File: src/rtl/givens_pe_scheduler_pkg.sv
// Shared types, scheme codes and the fixed step table for the Givens PE scheduler.
package givens_pe_scheduler_pkg;

   localparam int unsigned PE_LAT_DEF = 8;
   localparam int unsigned STEP_W_DEF = 3;
   localparam int unsigned SCHEME_W   = 2;

   localparam logic [SCHEME_W-1:0] COMPLEX_2_REAL = 2'd0;
   localparam logic [SCHEME_W-1:0] COMPLEX_ROTATE = 2'd1;
   localparam logic [SCHEME_W-1:0] REAL_NULLIFIED = 2'd2;
   localparam logic [SCHEME_W-1:0] RELATED_ROTATE = 2'd3;

   typedef enum logic [2:0] {
      ST_IDLE    = 3'd0,
      ST_ISSUE_A = 3'd1,
      ST_WAIT_A  = 3'd2,
      ST_ISSUE_B = 3'd3,
      ST_DRAIN   = 3'd4,
      ST_DONE    = 3'd5
   } state_e;

   typedef struct packed {
      logic [SCHEME_W-1:0] scheme0;
      logic [SCHEME_W-1:0] scheme1;
      logic                row;
      logic                col;
      logic                fb;
      logic                swap;
   } step_fields_t;

   typedef struct packed {
      logic row;
      logic col;
      logic swap;
   } step_loc_t;

   // Fixed sweep order: four file-fed steps, then four feedback steps.
   function automatic step_fields_t step_decode(input logic [STEP_W_DEF-1:0] step);
      step_fields_t f;
      f = '0;
      case (step)
         3'd0: f = '{COMPLEX_2_REAL, COMPLEX_ROTATE, 1'b0, 1'b0, 1'b0, 1'b0};
         3'd1: f = '{COMPLEX_ROTATE, COMPLEX_ROTATE, 1'b0, 1'b1, 1'b0, 1'b0};
         3'd2: f = '{COMPLEX_2_REAL, COMPLEX_ROTATE, 1'b1, 1'b0, 1'b0, 1'b0};
         3'd3: f = '{COMPLEX_ROTATE, COMPLEX_ROTATE, 1'b1, 1'b1, 1'b0, 1'b0};
         3'd4: f = '{REAL_NULLIFIED, RELATED_ROTATE, 1'b0, 1'b0, 1'b1, 1'b0};
         3'd5: f = '{RELATED_ROTATE, RELATED_ROTATE, 1'b0, 1'b1, 1'b1, 1'b0};
         3'd6: f = '{REAL_NULLIFIED, RELATED_ROTATE, 1'b1, 1'b0, 1'b1, 1'b1};
         3'd7: f = '{RELATED_ROTATE, RELATED_ROTATE, 1'b1, 1'b1, 1'b1, 1'b1};
         default: f = '0;
      endcase
      return f;
   endfunction

   function automatic step_loc_t step_loc(input logic [STEP_W_DEF-1:0] step);
      step_fields_t f;
      f = step_decode(step);
      return '{row: f.row, col: f.col, swap: f.swap};
   endfunction

endpackage

File: src/rtl/givens_pe_scheduler_if.sv
// Control bundle between the scheduler and the bidiagonalization top level.
interface givens_pe_scheduler_if;
   import givens_pe_scheduler_pkg::*;

   logic                  start_i;
   logic                  busy_o;
   logic                  done_o;
   logic [1:0]            pe0_valid_o;
   logic [1:0]            pe1_valid_o;
   logic [SCHEME_W-1:0]   pe0_scheme_o;
   logic [SCHEME_W-1:0]   pe1_scheme_o;
   logic                  rd_row_o;
   logic                  rd_col_o;
   logic                  rd_fb_o;
   logic                  rd_swap_o;
   logic [STEP_W_DEF-1:0] step_o;
   logic                  wb_valid_o;
   logic                  wb_row_o;
   logic                  wb_col_o;
   logic                  wb_swap_o;

   modport master (
      input  start_i,
      output busy_o, done_o, pe0_valid_o, pe1_valid_o, pe0_scheme_o, pe1_scheme_o,
             rd_row_o, rd_col_o, rd_fb_o, rd_swap_o, step_o,
             wb_valid_o, wb_row_o, wb_col_o, wb_swap_o
   );

   modport slave (
      output start_i,
      input  busy_o, done_o, pe0_valid_o, pe1_valid_o, pe0_scheme_o, pe1_scheme_o,
             rd_row_o, rd_col_o, rd_fb_o, rd_swap_o, step_o,
             wb_valid_o, wb_row_o, wb_col_o, wb_swap_o
   );

endinterface

File: src/rtl/givens_pe_scheduler_pe_tag_pipe.sv
// Delay line carrying {valid, step} tags alongside the PE pipeline.
module givens_pe_scheduler_pe_tag_pipe #(
   parameter int unsigned DEPTH = 7,
   parameter int unsigned WIDTH = 4
) (
   input  logic             clk,
   input  logic             rst,
   input  logic [WIDTH-1:0] d_i,
   output logic [WIDTH-1:0] q_o
);

   logic [WIDTH-1:0] pipe_q [DEPTH];

   always_ff @(posedge clk or posedge rst) begin
      if (rst) begin
         for (int i = 0; i < int'(DEPTH); i++) pipe_q[i] <= '0;
      end else begin
         pipe_q[0] <= d_i;
         for (int i = 1; i < int'(DEPTH); i++) pipe_q[i] <= pipe_q[i-1];
      end
   end

   assign q_o = pipe_q[DEPTH-1];

endmodule

File: src/rtl/givens_pe_scheduler.sv
// Issue/writeback sequencer for the two-PE Givens datapath; the top level keeps
// the data registers and muxes, this block owns every timing decision.
module givens_pe_scheduler
   import givens_pe_scheduler_pkg::*;
#(
   parameter int unsigned PE_LAT = PE_LAT_DEF,
   parameter int unsigned STEP_W = STEP_W_DEF
) (
   input logic                  clk,
   input logic                  rst,
   givens_pe_scheduler_if.master bus
);

   localparam int unsigned CYC_W = $clog2(2 * PE_LAT + 6);
   localparam int unsigned TAG_W = STEP_W + 1;

   state_e             state_q, state_d;
   logic [CYC_W-1:0]   cyc_q, cyc_d;
   logic [STEP_W-1:0]  iss_q, iss_d;
   logic               issue_q, issue_d;
   logic [STEP_W-1:0]  step_q, step_d;
   step_fields_t       fld_q, fld_d;
   logic               busy_q, busy_d;
   logic               done_q, done_d;
   logic [TAG_W-1:0]   tag_q;
   logic               wb_valid_q, wb_valid_d;
   step_loc_t          wb_loc_q, wb_loc_d;

   // cyc_q is the pass-relative cycle number of the current cycle (0 when idle).
   always_comb begin
      state_d = state_q;
      cyc_d   = cyc_q;
      iss_d   = iss_q;
      issue_d = 1'b0;
      step_d  = '0;
      fld_d   = '0;
      unique case (state_q)
         ST_IDLE: begin
            cyc_d = '0;
            iss_d = '0;
            if (bus.start_i) begin
               state_d = ST_ISSUE_A;
               cyc_d   = CYC_W'(1);
            end
         end
         ST_ISSUE_A: begin
            cyc_d = cyc_q + CYC_W'(1);
            if (cyc_q == CYC_W'(4)) state_d = (PE_LAT == 4) ? ST_ISSUE_B : ST_WAIT_A;
         end
         ST_WAIT_A: begin
            cyc_d = cyc_q + CYC_W'(1);
            if (cyc_q == CYC_W'(PE_LAT)) state_d = ST_ISSUE_B;
         end
         ST_ISSUE_B: begin
            cyc_d = cyc_q + CYC_W'(1);
            if (cyc_q == CYC_W'(PE_LAT + 4)) state_d = ST_DRAIN;
         end
         ST_DRAIN: begin
            cyc_d = cyc_q + CYC_W'(1);
            if (cyc_q == CYC_W'(2 * PE_LAT + 4)) state_d = ST_DONE;
         end
         ST_DONE: begin
            state_d = ST_IDLE;
            cyc_d   = '0;
         end
         default: begin
            state_d = ST_IDLE;
            cyc_d   = '0;
         end
      endcase
      // Issue fields are decoded one cycle early so they present as registers.
      if (state_d == ST_ISSUE_A || state_d == ST_ISSUE_B) begin
         issue_d = 1'b1;
         step_d  = iss_q;
         iss_d   = iss_q + STEP_W'(1);
         fld_d   = step_decode(STEP_W_DEF'(iss_q));
      end
      busy_d = (state_d == ST_ISSUE_A) || (state_d == ST_WAIT_A) ||
               (state_d == ST_ISSUE_B) || (state_d == ST_DRAIN);
      done_d = (state_d == ST_DONE);
   end

   always_ff @(posedge clk or posedge rst) begin
      if (rst) begin
         state_q <= ST_IDLE;
         cyc_q   <= '0;
         iss_q   <= '0;
         issue_q <= 1'b0;
         step_q  <= '0;
         fld_q   <= '0;
         busy_q  <= 1'b0;
         done_q  <= 1'b0;
      end else begin
         state_q <= state_d;
         cyc_q   <= cyc_d;
         iss_q   <= iss_d;
         issue_q <= issue_d;
         step_q  <= step_d;
         fld_q   <= fld_d;
         busy_q  <= busy_d;
         done_q  <= done_d;
      end
   end

   // PE_LAT-1 tag stages plus the writeback register give exactly PE_LAT cycles.
   givens_pe_scheduler_pe_tag_pipe #(
      .DEPTH (PE_LAT - 1),
      .WIDTH (TAG_W)
   ) u_tag_pipe (
      .clk (clk),
      .rst (rst),
      .d_i ({issue_q, step_q}),
      .q_o (tag_q)
   );

   always_comb begin
      wb_valid_d = tag_q[TAG_W-1];
      wb_loc_d   = '0;
      if (wb_valid_d) wb_loc_d = step_loc(STEP_W_DEF'(tag_q[STEP_W-1:0]));
   end

   always_ff @(posedge clk or posedge rst) begin
      if (rst) begin
         wb_valid_q <= 1'b0;
         wb_loc_q   <= '0;
      end else begin
         wb_valid_q <= wb_valid_d;
         wb_loc_q   <= wb_loc_d;
      end
   end

   assign bus.busy_o       = busy_q;
   assign bus.done_o       = done_q;
   assign bus.pe0_valid_o  = {2{issue_q}};
   assign bus.pe1_valid_o  = {2{issue_q}};
   assign bus.pe0_scheme_o = fld_q.scheme0;
   assign bus.pe1_scheme_o = fld_q.scheme1;
   assign bus.rd_row_o     = fld_q.row;
   assign bus.rd_col_o     = fld_q.col;
   assign bus.rd_fb_o      = fld_q.fb;
   assign bus.rd_swap_o    = fld_q.swap;
   assign bus.step_o       = STEP_W_DEF'(step_q);
   assign bus.wb_valid_o   = wb_valid_q;
   assign bus.wb_row_o     = wb_loc_q.row;
   assign bus.wb_col_o     = wb_loc_q.col;
   assign bus.wb_swap_o    = wb_loc_q.swap;

endmodule

File: src/flat_wrapper.sv
// flat-port wrapper written by rule: the top's interface ports become plain ports
module givens_pe_scheduler_flat import givens_pe_scheduler_pkg::*;
#(
   parameter int unsigned PE_LAT = PE_LAT_DEF,
   parameter int unsigned STEP_W = STEP_W_DEF
)
  (clk, rst, bus_start_i, bus_busy_o, bus_done_o, bus_pe0_valid_o, bus_pe1_valid_o, bus_pe0_scheme_o, bus_pe1_scheme_o, bus_rd_row_o, bus_rd_col_o, bus_rd_fb_o, bus_rd_swap_o, bus_step_o, bus_wb_valid_o, bus_wb_row_o, bus_wb_col_o, bus_wb_swap_o);
  givens_pe_scheduler_if bus_i ();
  input logic clk;
  input logic rst;
  input wire logic [$bits(bus_i.start_i)-1:0] bus_start_i;
  output wire logic [$bits(bus_i.busy_o)-1:0] bus_busy_o;
  output wire logic [$bits(bus_i.done_o)-1:0] bus_done_o;
  output wire logic [$bits(bus_i.pe0_valid_o)-1:0] bus_pe0_valid_o;
  output wire logic [$bits(bus_i.pe1_valid_o)-1:0] bus_pe1_valid_o;
  output wire logic [$bits(bus_i.pe0_scheme_o)-1:0] bus_pe0_scheme_o;
  output wire logic [$bits(bus_i.pe1_scheme_o)-1:0] bus_pe1_scheme_o;
  output wire logic [$bits(bus_i.rd_row_o)-1:0] bus_rd_row_o;
  output wire logic [$bits(bus_i.rd_col_o)-1:0] bus_rd_col_o;
  output wire logic [$bits(bus_i.rd_fb_o)-1:0] bus_rd_fb_o;
  output wire logic [$bits(bus_i.rd_swap_o)-1:0] bus_rd_swap_o;
  output wire logic [$bits(bus_i.step_o)-1:0] bus_step_o;
  output wire logic [$bits(bus_i.wb_valid_o)-1:0] bus_wb_valid_o;
  output wire logic [$bits(bus_i.wb_row_o)-1:0] bus_wb_row_o;
  output wire logic [$bits(bus_i.wb_col_o)-1:0] bus_wb_col_o;
  output wire logic [$bits(bus_i.wb_swap_o)-1:0] bus_wb_swap_o;
  assign bus_i.start_i = bus_start_i;
  assign bus_busy_o = bus_i.busy_o;
  assign bus_done_o = bus_i.done_o;
  assign bus_pe0_valid_o = bus_i.pe0_valid_o;
  assign bus_pe1_valid_o = bus_i.pe1_valid_o;
  assign bus_pe0_scheme_o = bus_i.pe0_scheme_o;
  assign bus_pe1_scheme_o = bus_i.pe1_scheme_o;
  assign bus_rd_row_o = bus_i.rd_row_o;
  assign bus_rd_col_o = bus_i.rd_col_o;
  assign bus_rd_fb_o = bus_i.rd_fb_o;
  assign bus_rd_swap_o = bus_i.rd_swap_o;
  assign bus_step_o = bus_i.step_o;
  assign bus_wb_valid_o = bus_i.wb_valid_o;
  assign bus_wb_row_o = bus_i.wb_row_o;
  assign bus_wb_col_o = bus_i.wb_col_o;
  assign bus_wb_swap_o = bus_i.wb_swap_o;
  givens_pe_scheduler #(.PE_LAT(PE_LAT), .STEP_W(STEP_W)) u_core (.clk(clk), .rst(rst), .bus(bus_i));
endmodule
File: config.mk
export PLATFORM = sky130hd
export DESIGN_NAME = givens_pe_scheduler_flat
export DESIGN_NICKNAME = d
export VERILOG_FILES = /design/src/rtl/givens_pe_scheduler_pkg.sv /design/src/rtl/givens_pe_scheduler_if.sv /design/src/rtl/givens_pe_scheduler_pe_tag_pipe.sv /design/src/rtl/givens_pe_scheduler.sv /design/src/flat_wrapper.sv
export SDC_FILE = /design/constraint.sdc
export NUM_CORES = 1
export LEC_CHECK = 0
export ABC_AREA = 0
export CAP_MARGIN = 20
export CORE_MARGIN = 3
export CORE_UTILIZATION = 60
export CTS_BUF_LIST = sky130_fd_sc_hd__clkbuf_8
export DETAILED_ROUTE_END_ITERATION = 8
export HOLD_SLACK_MARGIN = 0.15
export PLACE_DENSITY = 0.95
export SYNTH_ARGS = -nofsm -noshare
export SYNTH_HDL_FRONTEND = slang
export SYNTH_SLANG_ARGS = --single-unit
File: constraint.sdc
create_clock -name clk -period 3.7 [get_ports clk]
set_input_delay 1.11 -clock clk [delete_from_list [all_inputs] [get_ports clk]]
set_output_delay 1.11 -clock clk [all_outputs]
set_load 0.05 [all_outputs]
==> impl_metrics.yaml <==
status:
  status: "finished clean"
placement:
  globalplace.congestion: 0.856
  dpl_cell_area_mm2: 0.00192
  dp_worst_setup_slack_ps: 1140
  port_buffers: 23
  hpwl_um: 1630
  placed_cells: 162
cts:
  post_cts_buffers: 0
  clockRootBuffer: "clkbuf_8"
  post_cts_resized: 0
  clk_path_buf_depth: 2
  h-tree-depth: 2
  ctsHoldBuffers: 0
  worst_skew_pair.late_latency_ps: 290
  cts.sinks: 50
  numCtsBuffers: 5
  cts_tree: "yes"
  clkTransAtPathRegs_ps: 90
die:
  die_h_um: 60.4
  die_w_um: 60.4
  rows: 19
  die_area_mm2: 0.00365
  start_util_pct: 63.8
  core_mm2: 0.00278
  io_pins: 24
critical_path:
  cp_slowest_stage_delay_ps: 850
  path_class: "reg -> out"
  crit_chain: "clkdlybuf4s50_1"
  worstSetupEndpointType: "primary output"
  path_delay_family: "buffers and inverters"
  worstPathMaxFanout: 6
  crit_required_ps: 2590
  cp.arrival_ps: 1580
  start_kind: "flip-flop"
  slowest_stage: "clkdlybuf4s50_1"
  crit_buf_inv: 1
detailed_routing:
  drc: 0
  vias_per_cell: 5.26
  vias: 894
  wl_um: 2460
  dr.pass1.iters: 4
  drt_iter0_markers: 8
  routedWlPerCell_um: 14.4
  final_antenna_net_count: 0
synth:
  yosys_warnings: 0
  synthArstFlopShare_pct: 100
  syn_area_mm2: 0.00178
  synth.ff_latch_count: 50
  synth.most_common_cell: "dfrtp_1"
  synth_edf_count: 0
  yosys-top-cells-area: "dfrtp_1 70%, buf_4 4.7%, ha_1 2.1%"
  netlist_instances: 123
  synth-seq-area-share_pct: 70.5
  ys_types: 37
  avgSynthCellArea_um2: 14.4
  ys.flop_type: "dfrtp_1"
  synth_commonest_cells: "50 x dfrtp_1, 11 x buf_4, 8 x nor2_1"
  syn_nets: 129
  yosysTopAreaCellShare_pct: 70.5
  synth.largest_area_cell: "dfrtp_1"
sta:
  fin_crit_sh_pct: 72.8
  rsz0062_at_grt: "no"
  timing.hold.ws_ps: 348
  worst_pin_slew_ps: 952
  min_period_ps: 2690
  setup_violations: 0
  fmax_mhz: 371
  fin_skew_ps: 4.66
  fin_ws_ps: 1010
  relSlewSlack_pct: 36.4
  tns_ps: 0
  final-max-slew-violation-count: 0
  hold_viol_final: 0
pwr:
  powerDensity_mw_per_mm2: 998
  total_power_mw: 2.02
  peakVddDrop_mv: 0.869
  p_leak_nw: 0.931
global_route:
  grtUsageTotal_pct: 16.5
  grt_pass1_wl_um: 4190
  grt-ovfl-total: 0
  antenna_found_initial: 0
  first_global_vias: 909
  grt_max_degree: 51
job:
  maxCapViolations: 0
final_layout:
  synthToLayoutAreaGrowth_pct: 13.7
  stdcell_count: 170
  multi_input_area_um2: 378
  fillerInstances: 172
  regArea_mm2: 0.00125
  drive_gt1_share_pct: 12.2
  final_nets: 144
  n_antenna_cell: 0
  post-route-util_pct: 72.6
  final_cell_area_mm2: 0.00202
worst_hold_path:
  min_path_type: "reg -> reg"
-- where the power goes --
part / leakage, nW / switching (mW) / internal, mW / total (mW)
clock: 0.0478 / 0.172 / 0.154 / 0.326
sequential: 0.589 / 0.139 / 0.771 / 0.910
combinational: 0.294 / 0.479 / 0.301 / 0.780
-- placed cells by master, fill, tap and decap left out, types with 2 or more instances in the layout --
master / instances
dfrtp_1: 50
clkdlybuf4s50_1: 23
nor2_1: 8
clkbuf_8: 6
inv_1: 5
and2_1: 5
and3_1: 3
nand2_1: 3
ha_1: 3
xor2_1: 2
nand3_1: 2
xnor2_1: 2
o22ai_1: 2
-- layout make-up --
type	instances	area share, %
clock inverter	2	0.805
timing repair buffer	23	11.4
inverter	6	1.12
clock buffer	6	4.09
tap	31	1.92
multi-input combinational	52	18.7
sequential	50	62.0
-- per-layer routing --
metal | share of wire [%] | global-route usage [%]
met1 | 45 | 21.9
met3 | 7.3 | 6.81
met4 | 0 | 6.96
met5 | 0 | 0
met2 | 47 | 24.4
-- worst paths after layout --
kind | endpoint | slack [ps] | start | depth (start not counted)
max reg2reg | u_core.iss_q[0] | 1930 | u_core.cyc_q[0] | 6
max | bus_pe1_valid_o[1] | 1010 | u_core.bus.pe1_scheme_o[0] | 1
min in group asynchronous | u_core.bus.busy_o | 1350 | rst | 2
min reg2reg | u_core.u_tag_pipe.pipe_q[7] | 350 | u_core.u_tag_pipe.pipe_q[11] | 0
max in group asynchronous | u_core.u_tag_pipe.pipe_q[14] | 1760 | rst | 2
min | u_core.u_tag_pipe.pipe_q[7] | 350 | u_core.u_tag_pipe.pipe_q[11] | 0
-- cell families after synthesis --
| family | count (synthesis) | share of synthesized area (%) |
|---|---|---|
| buffers and inverters | 21 | 8.24 |
| AND/OR/NAND/NOR | 31 | 10.3 |
| adder cells (fa/ha/maj) | 3 | 2.11 |
| AO/OA/AOI/OAI | 12 | 5.50 |
| flip-flops | 50 | 70.5 |
| multiplexers | 2 | 1.41 |
| XOR/XNOR | 4 | 1.97 |
-- state kept, by name (all words and copies together), names as in the netlist --
register / cells
u_core.u_tag_pipe.pipe_q: 24
u_core.cyc_q: 5
u_core.u_tag_pipe.q_o: 4
u_core.iss_q: 3
u_core.state_q: 3
u_core.bus.step_o: 2
u_core.bus.busy_o: 1
u_core.bus.done_o: 1
u_core.bus.pe1_scheme_o: 1
u_core.bus.rd_fb_o: 1
u_core.bus.rd_swap_o: 1
u_core.bus.wb_col_o: 1
u_core.bus.wb_row_o: 1
u_core.bus.wb_swap_o: 1
u_core.bus.wb_valid_o: 1
Note: power is estimated with default switching activity, not from simulation.
